===== src/rtl/mem_arb_pkg.sv =====
// mem_arb_pkg: shared FSM state type, owner encoding and default watchdog limit
// for the two-master memory arbiter.
package mem_arb_pkg;
    typedef enum logic [1:0] {IDLE, REQ, WAIT, RESP} state_t;
    localparam logic OWN_IFU = 1'b0;
    localparam logic OWN_LSU = 1'b1;
    localparam int TIMEOUT_DEFAULT = 255;
endpackage


===== src/rtl/arb_rr2.sv =====
// arb_rr2: combinational two-way round-robin picker; bit 0 is IFU, bit 1 is LSU.
// On a tie the master that did not win last time is granted.
module arb_rr2
    import mem_arb_pkg::*;
(
    input  logic [1:0] valid,
    input  logic       last_grant,
    output logic [1:0] grant
);
    assign grant[0] = valid[0] && (!valid[1] || last_grant == OWN_LSU);
    assign grant[1] = valid[1] && (!valid[0] || last_grant == OWN_IFU);
endmodule


===== src/rtl/mem_arbiter.sv =====
// mem_arbiter: shares one memory port between IFU and LSU, one transaction at a
// time, with round-robin arbitration, registered request fields and a watchdog.
module mem_arbiter
    import mem_arb_pkg::*;
#(
    parameter int ADDR_W  = 32,
    parameter int DATA_W  = 32,
    parameter int TIMEOUT = TIMEOUT_DEFAULT
) (
    input  logic                clk,
    input  logic                rst,
    input  logic                ifu_req_valid,
    output logic                ifu_req_ready,
    input  logic [ADDR_W-1:0]   ifu_addr,
    output logic                ifu_resp_valid,
    output logic [DATA_W-1:0]   ifu_rdata,
    output logic                ifu_resp_err,
    input  logic                lsu_req_valid,
    output logic                lsu_req_ready,
    input  logic [ADDR_W-1:0]   lsu_addr,
    input  logic                lsu_wen,
    input  logic [DATA_W-1:0]   lsu_wdata,
    input  logic [DATA_W/8-1:0] lsu_wmask,
    output logic                lsu_resp_valid,
    output logic [DATA_W-1:0]   lsu_rdata,
    output logic                lsu_resp_err,
    output logic                mem_req_valid,
    input  logic                mem_req_ready,
    output logic [ADDR_W-1:0]   mem_addr,
    output logic                mem_wen,
    output logic [DATA_W-1:0]   mem_wdata,
    output logic [DATA_W/8-1:0] mem_wmask,
    input  logic                mem_resp_valid,
    input  logic [DATA_W-1:0]   mem_rdata
);
    localparam int CW = $clog2(TIMEOUT + 1);

    state_t        state, next;
    logic          owner, last_grant, err;
    logic [CW-1:0] cnt;
    logic [1:0]    grant;
    logic          accept, busy, expired, hit, finish;

    arb_rr2 u_arb (
        .valid      ({lsu_req_valid, ifu_req_valid}),
        .last_grant (last_grant),
        .grant      (grant)
    );

    assign ifu_req_ready  = state == IDLE && grant[0];
    assign lsu_req_ready  = state == IDLE && grant[1];
    assign accept         = ifu_req_ready || lsu_req_ready;
    assign busy           = state == REQ || state == WAIT;
    assign expired        = cnt >= CW'(TIMEOUT - 1);
    assign hit            = state == WAIT && mem_resp_valid;
    assign finish         = busy && next == RESP;
    assign mem_req_valid  = state == REQ;
    assign ifu_resp_valid = state == RESP && owner == OWN_IFU;
    assign lsu_resp_valid = state == RESP && owner == OWN_LSU;
    assign ifu_resp_err   = ifu_resp_valid && err;
    assign lsu_resp_err   = lsu_resp_valid && err;

    always_ff @(posedge clk or negedge rst) begin
        if (!rst) state <= IDLE;
        else      state <= next;
    end

    // A completed request handshake wins over the watchdog in the same cycle.
    always_comb begin
        next = state;
        case (state)
            IDLE:    next = accept ? REQ : IDLE;
            REQ:     next = mem_req_ready ? WAIT : expired ? RESP : REQ;
            WAIT:    next = (mem_resp_valid || expired) ? RESP : WAIT;
            RESP:    next = IDLE;
            default: next = IDLE;
        endcase
    end

    always_ff @(posedge clk or negedge rst) begin
        if (!rst) begin
            owner      <= OWN_IFU;
            last_grant <= OWN_LSU;
            cnt        <= '0;
            err        <= 1'b0;
            mem_addr   <= '0;
            mem_wen    <= 1'b0;
            mem_wdata  <= '0;
            mem_wmask  <= '0;
            ifu_rdata  <= '0;
            lsu_rdata  <= '0;
        end else begin
            if (accept) begin
                owner      <= lsu_req_ready ? OWN_LSU : OWN_IFU;
                last_grant <= lsu_req_ready ? OWN_LSU : OWN_IFU;
                cnt        <= '0;
                mem_addr   <= lsu_req_ready ? lsu_addr : ifu_addr;
                mem_wen    <= lsu_req_ready && lsu_wen;
                mem_wdata  <= lsu_req_ready ? lsu_wdata : '0;
                mem_wmask  <= lsu_req_ready ? lsu_wmask : '0;
            end else if (busy) begin
                cnt <= cnt + 1'b1;
            end
            if (finish) begin
                err <= !hit;
                if (owner == OWN_IFU) ifu_rdata <= hit ? mem_rdata : '0;
                else                  lsu_rdata <= hit ? mem_rdata : '0;
            end
        end
    end
endmodule


===== config.mk =====
export PLATFORM = sky130hd
export DESIGN_NAME = mem_arbiter
export DESIGN_NICKNAME = d
export VERILOG_FILES = /design/src/rtl/mem_arb_pkg.sv /design/src/rtl/arb_rr2.sv /design/src/rtl/mem_arbiter.sv
export SDC_FILE = /design/constraint.sdc
export NUM_CORES = 1
export LEC_CHECK = 0
export BUFFER_PORTS_ARGS = -buffer_cell sky130_fd_sc_hd__buf_2
export CORE_ASPECT_RATIO = 1.25
export CORE_MARGIN = 1
export CORE_UTILIZATION = 47
export DETAILED_ROUTE_END_ITERATION = 6
export HOLD_SLACK_MARGIN = 0.06
export PLACE_DENSITY = 0.79
export SETUP_SLACK_MARGIN = 0.05
export SLEW_MARGIN = 20
export SYNTH_ARGS = -nofsm -noshare
export SYNTH_HDL_FRONTEND = slang
export SYNTH_SLANG_ARGS = --single-unit

===== constraint.sdc =====
create_clock -name clk -period 3.01 [get_ports clk]
set_input_delay 0.1505 -clock clk [delete_from_list [all_inputs] [get_ports clk]]
set_output_delay 0.1505 -clock clk [all_outputs]
set_load 0.02 [all_outputs]

# Yosys cells after proc, flatten, opt, wreduce, memory -nomap -nowiden
# Cells that the tools add are included.
# op_classes
reduce_logical,23
add_sub_neg,1
n_mul,0
eq_ne,4
n_div,0
bitwise_logic,2
magnitude_cmp,1
shifts,0
mux,12
# ops
op,n
32-bit two-way mux,3
8-bit two-way mux,2
1-bit logical AND,11
"8-bit by 1-bit adder with 8-bit output, second input constant",1
"8-bit >= comparator, second input constant",1
2-bit case mux with 4 select lines,1
"2-bit == test, second input constant",3
1-bit logical OR,5
2-bit two-way mux,2
4-bit two-way mux,1
2-bit AND reduction,2
1-bit logical NOT,3
1-bit two-way mux,3
"2-bit by 1-bit == test with 1-bit output, second input constant",1
2-bit logical NOT,1
1-bit NOT,2
2-bit nonzero test,1
# totals
register_bits,146
ramBits,0
latch_bits,0
out_inout_bits,140
word_cells,54
romBits,0
n_memories,0

# Depth between registers and ports, before layout
# Gate-level depths: netlist of the first run.
# logic_depth
ltp_word,10
ltp_mapped,8

# By module
# A second synthesis of the first run with hierarchy kept.
# unflattened
hier_cells,477
hier_area_um2,6239.7
# by_module_without_submodules
module,seq_area_each_um2,area_each_um2,cells_per_inst,instances
mem_arbiter,3654.8,6221.0,474,1
arb_rr2,0.0,18.8,3,1

# Worst setup path before layout of the first run
# Ideal clock, no wire load.
# synth_timing
path_kind,reg2reg
startpoint,register state[0]
endpoint,register lsu_rdata[0]
setup_ns,0.125
arrival_ns,1.975
setup_slack_ns,0.910
period_less_slack_ns,2.100
path_buffers,1
stages_incl_launch_ff,9
required_time_ns,2.885
path_cell_list,dfrtp_1 -> inv_1 -> ha_1 -> and2_1 -> a311oi_2 -> o21ai_4 -> nand4_4 -> buf_6 -> mux2_4
# synth_between
elab_chain_cells,8
elab_cells_between_ends,15
classes_between,4 x eq/ne; 3 x mux; 8 x reduce/logical
# synth_rtl
element,line,source
"start, declared",mem_arbiter.sv:38,"state_t state, next;"
"start signal, assigned",mem_arbiter.sv:65,else state <= next;
2-bit logical NOT,"mem_arbiter.sv:50, mem_arbiter.sv:51, mem_arbiter.sv:71",
1-bit logical AND (on tied branches),"mem_arbiter.sv:50, mem_arbiter.sv:51",
1-bit logical OR,mem_arbiter.sv:52,assign accept = ifu_req_ready || lsu_req_ready;
1-bit two-way mux,mem_arbiter.sv:72,IDLE: next = accept ? REQ : IDLE;
2-bit case mux with 4 select lines *,mem_arbiter.sv:71,case (state)
named net next[0],mem_arbiter.sv:38,
2-bit == test *,mem_arbiter.sv:56,assign finish = busy && next == RESP;
1-bit logical AND *,mem_arbiter.sv:56,
2-bit AND reduction (no line) *,--,
"end signal, assigned",mem_arbiter.sv:107,else lsu_rdata <= hit ? mem_rdata : '0;
"end, declared",mem_arbiter.sv:25,"output logic [DATA_W-1:0] lsu_rdata,"
# The timed path passes the listed nets; every way through them passes the cells marked *.
# A chain may end at the register's enable or synchronous reset.

# Worst setup path after layout of the first run
# layout_timing
startpoint,register state[1]
endpoint,register mem_addr[20]
# layout_between
elab_chain_cells,3
elab_cells_between_ends,5
classes_between,1 x mux; 4 x reduce/logical
# layout_rtl
element,line,source
2-bit logical NOT *,"mem_arbiter.sv:50, mem_arbiter.sv:51",
1-bit logical AND (on tied branches),"mem_arbiter.sv:51, mem_arbiter.sv:50",
32-bit two-way mux / 1-bit logical OR (equally long branches),"mem_arbiter.sv:97, mem_arbiter.sv:52",
"end signal, assigned",mem_arbiter.sv:97,mem_addr <= lsu_req_ready ? lsu_addr : ifu_addr;
"end, declared",mem_arbiter.sv:29,"output logic [ADDR_W-1:0] mem_addr,"
# Mark *: on every way between the ends. The rest lies on a longest branch, timed or not.

==> qor.yml, run 1 <==
setup_path:
  rr_endpoint: "mem_addr[20]$_DFFE_PN0N_"
  cp-end-kind: "flop"
  r2r_slack_ns: 0.34
  crit_type: "flop to flop"
  critical_path.max_fanout: 29
  cp.required_ns: 3.25
  reg2reg_from: "state[1]$_DFF_PN0_"
  worst_ep_arrival_time_ns: 2.92
  reg2reg_depth: 8
  startpoint_type: "flop"
synth:
  synth_compound_gate_area_share_pct: 10.07
  synth_mux_area_share_pct: 18.50
  ys_types: 35
  synth_edf_count: 0
  synth_top_flop_cell: "dfrtp_1"
  synth_area_per_cell_um2: 13.27
  synthAdderAreaFrac_pct: 1.204
  syn_inst: 470
  ys_async_sr_fraction_pct: 100.0
  ys_seq_area_share_pct: 58.60
  syn_area_mm2: 0.006237
  synthSimpleGateAreaFrac_pct: 7.924
  ys_warn_count: 0
  ys_seq_elements: 146
  synth_xor_area_share_pct: 0.7021
  synth_top_family_by_area: "multiplexers"
  syn_nets: 615
place:
  place_inst: 893
  io_buffers: 278
  routabilityCongestion: 0.8411
  placed_cell_area_mm2: 0.007791
  dp_hpwl_mm: 12.09
  pre_cts_slack_ns: 0.4599
detailed_routing:
  drc: 0
  antenna_left: 0
  via_per_inst: 5.284
  vias: 5310
  wl_per_cell_um: 18.75
  wirelength_mm: 18.84
  firstDrtPassIters: 5
  drtIter0Drc: 238
global_routing:
  grt_max_degree: 115
  grt_remaining_overflow: 0
  grt_pass1_wl_mm: 29.37
  gr-usage-all-layers_pct: 28.03
  antenna_found_initial: 1
  grt_pass1_vias: 5586
clock_network:
  clk_path_buf_depth: 2
  clkSlewWorstSetupHoldPaths_ns: 0.06
  cts_tree: "built"
  post_cts_resized: 0
  clock_latency_ns: 0.42
  cts_buffers: 17
  root_buffer: "clkbuf_16"
  clock_sinks: 146
  cts.htree.levels: 4
pwr:
  p_per_area_mw_per_mm2: 969.4
  leakagePower_nw: 5.081
  vdd_drop_max_v: 0.0005353
sta:
  slew_viol_final: 0
  period_minus_slack_ns: 2.672
  rsz0062_at_grt: "no"
  relSlewSlack_pct: 39.13
  fin_crit_sh_pct: 88.76
  worst_slew_pin_slew_ns: 0.9131
  setup_viol: 0
  hold_violations: 0
  fin_worst_skew_ns: 0.01038
  fmax_mhz: 374.3
  fin_ws_ns: 0.3383
  setup_tns_ns: 0
floorplanning:
  core_mm2: 0.01283
  ios: 279
  die_h_um: 130.8
  dieWidth_um: 105.0
  die_area_mm2: 0.01374
  row_count: 46
  initial_core_util_pct: 48.60
worst_hold_path:
  min_delay_worst_endpoint: "mem_addr[9]$_DFFE_PN0N_"
  worstHoldStart: "ifu_addr[9]"
  hold_path.class: "input pin to flop"
  holdPathStages: 3
layout:
  post-route-cell-area_mm2: 0.009188
  drive_gt1_share_pct: 43.42
  final_nets: 968
  final_cells: 1005
  area_delta_synth_final_pct: 47.30
status:
  status: "complete, no violations"
job:
  drv_cap: 0
[synthesized netlist by cell type, types with 5 or more instances]
| master | count | area [um^2] |
|---|---|---|
| ha_1 | 6 | 75.07 |
| buf_6 | 6 | 67.56 |
| mux2_4 | 30 | 450.4 |
| inv_1 | 5 | 18.77 |
| dfrtp_1 | 145 | 3628 |
| nand2_1 | 40 | 150.1 |
| nor2_1 | 8 | 30.03 |
| mux2i_1 | 32 | 320.3 |
| a22o_1 | 37 | 324.1 |
| a21oi_1 | 5 | 25.02 |
| mux2_1 | 30 | 337.8 |
| clkbuf_1 | 22 | 82.58 |
| and3_1 | 33 | 206.5 |
| o21ai_0 | 36 | 180.2 |
[placed cells by master, fill, tap and decap left out, types with 3 or more instances in the layout]
cell           instances
and3_1                33
inv_1                  5
ha_1                   6
dlygate4sd3_1         77
mux2_4                30
clkbuf_16             17
mux2i_1               32
a22o_1                37
nand4_1                3
clkinvlp_4             3
a21oi_1                4
dfrtp_1              145
mux2_1                30
nand2_1               40
mux2_2                 4
inv_6                  6
nor2_1                 8
o21ai_0               35
buf_2                277
buf_4                  9
xor2_1                 4
[logic make-up (layout without fill, tap and decap cells)]
kind of cell,count (synthesis),count (layout)
AOI/OAI and AO/OA,87,87
xor gates and xnor gates,5,5
adders and majority gates,6,6
buffers and inverters,37,403
DFF,146,146
muxes,96,96
other,0,1
and+or+nand+nor,93,93
[per-layer routing]
| layer | up-vias | track usage [%] | part of all wire, % |
|---|---|---|---|
| met2 | 313 | 48.15 | 49 |
| met5 | - | 0 | 0 |
| met3 | 45 | 6.597 | 7.4 |
| met4 | 0 | 13.50 | 3.5 |
| li1 | 2389 | - | - |
| met1 | 2563 | 33.60 | 40 |
[how the worst max path moves through the flow]
stage | from | end | slack, ns | cells after the start
after floorplan | state[0]$_DFF_PN0_ | lsu_rdata[0]$_DFFE_PN0P_ | 0.91 | 8
after global placement | state[0]$_DFF_PN0_ | ifu_rdata[30]$_DFFE_PN0P_ | 0.65 | 7
after detailed placement | state[1]$_DFF_PN0_ | ifu_rdata[16]$_DFFE_PN0P_ | 0.46 | 7
after CTS | state[1]$_DFF_PN0_ | mem_addr[2]$_DFFE_PN0N_ | 0.25 | 8
after global routing | state[0]$_DFF_PN0_ | mem_addr[13]$_DFFE_PN0N_ | 0.22 | 8
final | state[1]$_DFF_PN0_ | mem_addr[20]$_DFFE_PN0N_ | 0.34 | 8
[state kept, by name (all words and copies together), names as in the netlist]
register / flops
cnt: 8
err: 1
ifu_rdata: 32
last_grant: 1
lsu_rdata: 32
mem_addr: 32
mem_wdata: 32
mem_wen: 1
mem_wmask: 4
owner: 1
state: 2
[final cells by class]
cell class,instances,area [um^2]
diodes,1,2.502
multi-input cells,287,2417
clock inverters,14,166.4
fillers,832,3647
flip-flops and latches,146,3655
repair buffers,366,2278
well taps,168,210.2
clock buffers,18,439.2
inverters,5,18.77
[where the power goes]
part,switching [mW],internal [mW]
logic,2.24,1.45
clock network,0.888,1.27
registers,0.427,2.63
[stage by stage]
step	hold slack, ns	util (%)	total power [mW]
after floorplan	-0.1451	-	5.299
after global placement	0.3513	60.70	6.377
after detailed placement	0.3692	60.70	6.536
after CTS	0.06083	71.43	8.848
after global routing	0.06761	71.58	9.354
final	0.07241	71.58	8.907
[timing repair]
action | in CTS | in global routing
hold buffers | 77 | 0
setup buffers | 0 | 2
hold endpoints to repair | 169 | 0
endpoints found under the setup margin | 0 | 5
[critical path: stages (launching register included)]
cell and delay [ns]:
dfrtp_1 0.41, inv_1 0.16, ha_1 0.35, nand2_1 0.16, a21oi_4 0.24, buf_12 0.26, mux2i_1 0.23, dlygate4sd3_1 0.59
o21ai_0 0.09
(Power assumes the default switching activity.)
==> inputs of run 2 (changes only) <==
ABC_AREA = 1   (was not set)
CORE_UTILIZATION = 40   (was 47)
PLACE_DENSITY = 0.68   (was 0.79)
==> run 2 against run 1 <==
Effect of this change: synthesized area up 2.5%; utilization fell by 9.9 points; global-route usage shrank 2.9 points; flip-flop and latch count did not move; critical endpoint is now mem_addr[14]$_DFFE_PN0N_; largest power group unchanged.
==> qor.yml, run 2 <==
sta:
  fin_worst_skew_ns: 0.007995
  hold_violations: 0
  rsz0062_at_grt: "no"
  setup_tns_ns: 0
  relSlewSlack_pct: 47.69
  period_minus_slack_ns: 2.780
  setup_viol: 0
  fmax_mhz: 359.7
  worst_slew_pin_slew_ns: 0.7847
  fin_crit_sh_pct: 92.37
  fin_ws_ns: 0.2297
  slew_viol_final: 0
  hold_ws_ns: 0.07838
detailed_routing:
  wl_per_cell_um: 15.97
  wirelength_mm: 20.72
  drc: 0
  antenna_left: 0
  via_per_inst: 5.030
  firstDrtPassIters: 5
  drtIter0Drc: 469
  vias: 6524
clock_network:
  clk_path_buf_depth: 2
  clock_sinks: 146
  cts.htree.levels: 4
  cts_tree: "built"
  root_buffer: "clkbuf_16"
  clock_latency_ns: 0.42
  clkSlewWorstSetupHoldPaths_ns: 0.06
  cts_setup_buffers: 0
  cts_buffers: 17
layout:
  drive_gt1_share_pct: 30.60
  final_nets: 1218
  mostFrequentLayoutCell: "buf_2"
  diodes: 0
  area_delta_synth_final_pct: 50.20
  multi_input_area_mm2: 0.002275
  post-route-cell-area_mm2: 0.009599
  register_area_mm2: 0.003655
  nFillCells: 1314
  final_cell_mix: "buf_2 (277), nand2_1 (219), dfrtp_1 (145)"
  fin_util_pct: 61.65
synth:
  synth_area_leaders: "dfrtp_1 (57%), nand2_1 (13%), nand4_1 (6.4%)"
  syn_area_mm2: 0.006391
  synth_mux_area_share_pct: 0
  synth_edf_count: 0
  ys_warn_count: 0
  synth_top_area_cell: "dfrtp_1"
  synth_top_flop_cell: "dfrtp_1"
  synthAdderAreaFrac_pct: 1.175
  synth_compound_gate_area_share_pct: 9.534
  ys_types: 29
  synth_largest_type_area_fraction_pct: 56.77
  synthSimpleGateAreaFrac_pct: 24.75
  ys_seq_elements: 146
  syn_nets: 852
  synthTopCellsByCount: "nand2_1 (219), dfrtp_1 (145), nor2_1 (77), nand4_1 (65), inv_1 (48)"
  synth_top_family_by_area: "simple AND/OR/NAND/NOR gates"
  synth_area_per_cell_um2: 9.040
  syn_inst: 707
  yosysMostFrequentCell: "nand2_1"
  ys_seq_area_share_pct: 57.18
  ys_async_sr_fraction_pct: 100.0
  synth_xor_area_share_pct: 0.1370
floorplanning:
  core_mm2: 0.01557
  ios: 279
  die_h_um: 143.3
  initial_core_util_pct: 41.05
  die_area_mm2: 0.01649
  dieWidth_um: 115.1
  row_count: 51
setup_path:
  cp.required_ns: 3.36
  rr_endpoint: "mem_addr[14]$_DFFE_PN0N_"
  crit_type: "flop to flop"
  startpoint_type: "flop"
  worst_ep_arrival_time_ns: 3.13
  r2r_slack_ns: 0.23
  critical_path.max_fanout: 43
  crit_end: "mem_addr[14]$_DFFE_PN0N_"
  reg2reg_depth: 13
  startpoint: "state[0]$_DFF_PN0_"
  cp-end-kind: "flop"
  reg2reg_from: "state[0]$_DFF_PN0_"
global_routing:
  grt_pass1_vias: 6345
  grt_pass1_wl_mm: 31.75
  antenna_found_initial: 0
  grt_max_degree: 83
  grt_remaining_overflow: 0
  gr-usage-all-layers_pct: 25.17
place:
  pre_cts_slack_ns: 0.4586
  io_buffers: 278
  routabilityCongestion: 0.7987
  dp_hpwl_mm: 12.35
  placed_cell_area_mm2: 0.007888
worst_hold_path:
  hold_path.class: "input pin to flop"
status:
  status: "complete, no violations"
pwr:
  p_per_area_mw_per_mm2: 1026
  leakagePower_nw: 5.293
  vdd_drop_max_v: 0.0005533
job:
  drv_cap: 0
-- run 2: cell types whose count changed after synthesis, sizes merged, moves of 3 or more --
cell   change
a31oi     +32
nand3      +4
buf       +20
and3      -33
o21ai     -32
nand4     +60
mux2      -64
mux2i     -32
nor2      +70
inv       +46
xor2       -3
nand2    +181
-- run 2: worst min path at each step --
stage / start / endpoint / slack (ns) / cells after the start
floorplan: rst / cnt[0]$_DFFE_PN0P_ / -0.15 / 0
global placement: rst / ifu_rdata[28]$_DFFE_PN0P_ / 0.26 / 1
detailed placement: rst / ifu_rdata[28]$_DFFE_PN0P_ / 0.26 / 1
CTS: mem_rdata[13] / ifu_rdata[13]$_DFFE_PN0P_ / 0.06 / 5
global route: mem_rdata[2] / lsu_rdata[2]$_DFFE_PN0P_ / 0.08 / 5
finish: mem_rdata[12] / ifu_rdata[12]$_DFFE_PN0P_ / 0.08 / 5
-- run 2: layout make-up --
cell class,count,area share (%)
clock buffers,18,4.575
clock inverters,13,1.538
inverters,52,2.059
multi-input cells,458,23.70
flip-flops and latches,146,38.07
well taps,212,2.763
repair buffers,398,27.29
-- run 2: kinds of logic after synthesis --
group | count (synthesis)
and+or+nand+nor | 370
DFF | 146
buffers and inverters | 103
AOI/OAI and AO/OA | 81
adders and majority gates | 6
xor gates and xnor gates | 1
-- run 2: routing by layer --
metal	global-route usage, %	part of all wire (%)	vias to the layer above
li1	-	-	3080
met1	29.77	40	3086
met2	41.79	49	304
met3	6.622	7.1	54
met4	13.40	4.0	0
met5	0	0	-
-- run 2: report_power, final --
| part | internal (mW) | leakage, nW | switching, mW |
|---|---|---|---|
| clock network | 1.25 | 0.276 | 0.861 |
| registers | 2.74 | 1.89 | 0.464 |
| logic | 1.68 | 3.13 | 2.86 |
| total | 5.67 | 5.29 | 4.18 |
-- run 2: critical path, stage by stage, from the launching register on --
cell,delay (ns)
dfrtp_1,0.41
inv_1,0.11
ha_1,0.24
nand2_1,0.08
inv_2,0.05
nand2_2,0.06
inv_4,0.20
nor2_4,0.06
clkbuf_8,0.25
inv_2,0.15
buf_12,0.20
nor2_1,0.07
a31oi_1,0.19
dlygate4sd3_1,0.61
-- run 2: timing repair --
action                                  in CTS  in global routing
hold buffers                               109                  0
endpoints found under the setup margin       0                 32
gates resized for setup                      0                  4
endpoints found under the hold margin      156                  0
-- run 2: metrics by stage --
stage	instances	total power [mW]
final	1297	9.851
after global routing	1297	10.39
after CTS	1296	9.725
after detailed placement	1156	7.098
after global placement	1156	7.041
after floorplan	707	5.748
==> inputs of run 3 (changes only) <==
PLACE_DENSITY = not set   (was 0.68)
PLACE_DENSITY_LB_ADDON = 0.12   (was not set)
==> run 3 against run 2 <==
Effect of this change: cell area shrank 0.16%; clock skew grew 0.00060 ns; total power shrank 0.20%; register-to-register slack gained 0.099 ns; combinational power shrank 3%; sequential power is essentially flat; via count shrank 3.8%; routed wire length shrank 5.4%; flip-flop and latch count is the same; critical path depth shrank 3; cell count shrank 0.31%.
==> qor.yml, run 3 (same netlist as run 2, synthesis figures left out) <==
status:
  status: "complete, no violations"
pwr:
  power.switching_mw: 4.002
  power_mw: 9.831
  p_per_area_mw_per_mm2: 1026
  switching_share_pct: 40.71
  leakagePower_nw: 5.298
  vdd_drop_max_v: 0.0005623
  pwr-share-comb_pct: 44.7
  p_int_mw: 5.828
  p_seq_share_pct: 32.5
  clkPwrFrac_pct: 22.7
sta:
  hold_violations: 0
  rsz0062_at_grt: "no"
  slew_viol_final: 0
  period_minus_slack_ns: 2.681
  fin_crit_sh_pct: 89.09
  relSlewSlack_pct: 50.81
  setup_tns_ns: 0
  fin_worst_skew_ns: 0.008596
  setup_viol: 0
  worst_slew_pin_slew_ns: 0.7379
  hold_ws_ns: 0.08180
  fmax_mhz: 372.9
  fin_ws_ns: 0.3285
place:
  pre_cts_slack_ns: 0.5355
  place_inst: 1157
  io_buffers: 278
  routabilityCongestion: 0.8025
  placed_cell_area_mm2: 0.007908
  dp_hpwl_mm: 12.56
clock_network:
  cts_tree: "built"
  clock_latency_ns: 0.42
  clock_sinks: 146
  root_buffer: "clkbuf_16"
  post_cts_resized: 0
  clkSlewWorstSetupHoldPaths_ns: 0.06
  clk_path_buf_depth: 2
  cts_hold_buf: 104
  cts_buffers: 17
  cts_setup_buffers: 0
  cts.htree.levels: 4
setup_path:
  critical_path.max_fanout: 36
  worst_ep_arrival_time_ns: 3.03
  cp.required_ns: 3.36
  r2r_slack_ns: 0.33
  startpoint_type: "flop"
  crit_type: "flop to flop"
  cp-end-kind: "flop"
job:
  drv_cap: 0
layout:
  fin_util_pct: 61.56
  post-route-cell-area_mm2: 0.009584
  area_delta_synth_final_pct: 49.96
  final_cell_mix: "buf_2 (277), nand2_1 (219), dfrtp_1 (145)"
  diodes: 0
  final_nets: 1213
  final_cells: 1293
  mostFrequentLayoutCell: "buf_2"
  drive_gt1_share_pct: 30.62
  nFillCells: 1392
floorplanning:
  initial_core_util_pct: 41.05
  die_area_mm2: 0.01649
  dieWidth_um: 115.1
  core_mm2: 0.01557
  die_h_um: 143.3
  row_count: 51
  ios: 279
global_routing:
  gr-usage-all-layers_pct: 24.68
  grt_max_degree: 77
  grt_pass1_wl_mm: 31.12
  antenna_found_initial: 0
  grt_pass1_vias: 6345
  grt_remaining_overflow: 0
worst_hold_path:
  hold_path.class: "input pin to flop"
detailed_routing:
  wirelength_mm: 19.60
  drc: 0
  antenna_left: 0
  firstDrtPassIters: 4
  wl_per_cell_um: 15.16
  drtIter0Drc: 360
  vias: 6276
  via_per_inst: 4.854
## run 3: cell count changes in the layout (fill, tap and decap cells not counted)
cell / before / now
dlygate4sd3_1: 109 / 104
inv_6: 5 / 0
clkbuf_8: 2 / 6
clkinvlp_4: 4 / 1
clkbuf_1: 0 / 2
buf_12: 2 / 3
buf_4: 7 / 8
bufinv_16: 2 / 3
clkbuf_16: 18 / 17
clkinv_4: 1 / 2
inv_2: 2 / 3
inv_4: 1 / 0
## run 3: metal layers
metal	up-vias	share of wire [%]	track usage [%]
li1	3068	-	-
met3	31	6.8	5.356
met5	-	0	0
met1	2918	40	29.80
met4	0	2.6	10.66
met2	259	50	42.30
## run 3: final timing paths
path | startpoint | to | depth (start not counted)
min in group asynchronous | rst | lsu_rdata[17]$_DFFE_PN0P_ | 2
max in group asynchronous | rst | lsu_rdata[5]$_DFFE_PN0P_ | 3
worst min register to register | ifu_rdata[15]$_DFFE_PN0P_ | ifu_rdata[15]$_DFFE_PN0P_ | 2
worst min-delay path | lsu_req_valid | owner$_DFFE_PN0N_ | 3
worst max register to register | state[0]$_DFF_PN0_ | mem_addr[1]$_DFFE_PN0N_ | 10
worst max-delay path | state[0]$_DFF_PN0_ | mem_addr[1]$_DFFE_PN0N_ | 10
## run 3: final cells by class
class | count | area (um^2) | area share (%)
sequential | 146 | 3655 | 38.13
inverter | 52 | 195.2 | 2.037
clock buffer | 25 | 515.5 | 5.379
tap | 212 | 265.3 | 2.768
multi-input combinational | 458 | 2275 | 23.73
clock inverter | 7 | 120.1 | 1.253
timing repair buffer | 393 | 2559 | 26.70
## run 3: power by group through the flow
stage / combinational [mW] / clock, mW / sequential, mW
after floorplan: 1.70 / 0 / 4.05
after global placement: 3.84 / 0 / 3.20
after detailed placement: 3.89 / 0 / 3.19
after CTS: 4.36 / 2.28 / 3.18
after global routing: 4.81 / 2.36 / 3.29
final: 4.39 / 2.24 / 3.20
## run 3: worst max-delay path: stages, from the launching register on
cell and delay, ns:
dfrtp_1 0.41, inv_1 0.11, ha_1 0.20, nand2_1 0.07
a21oi_2 0.22, nor2_4 0.08, inv_2 0.43, buf_12 0.26
nor2_1 0.05, a31oi_1 0.17, dlygate4sd3_1 0.59
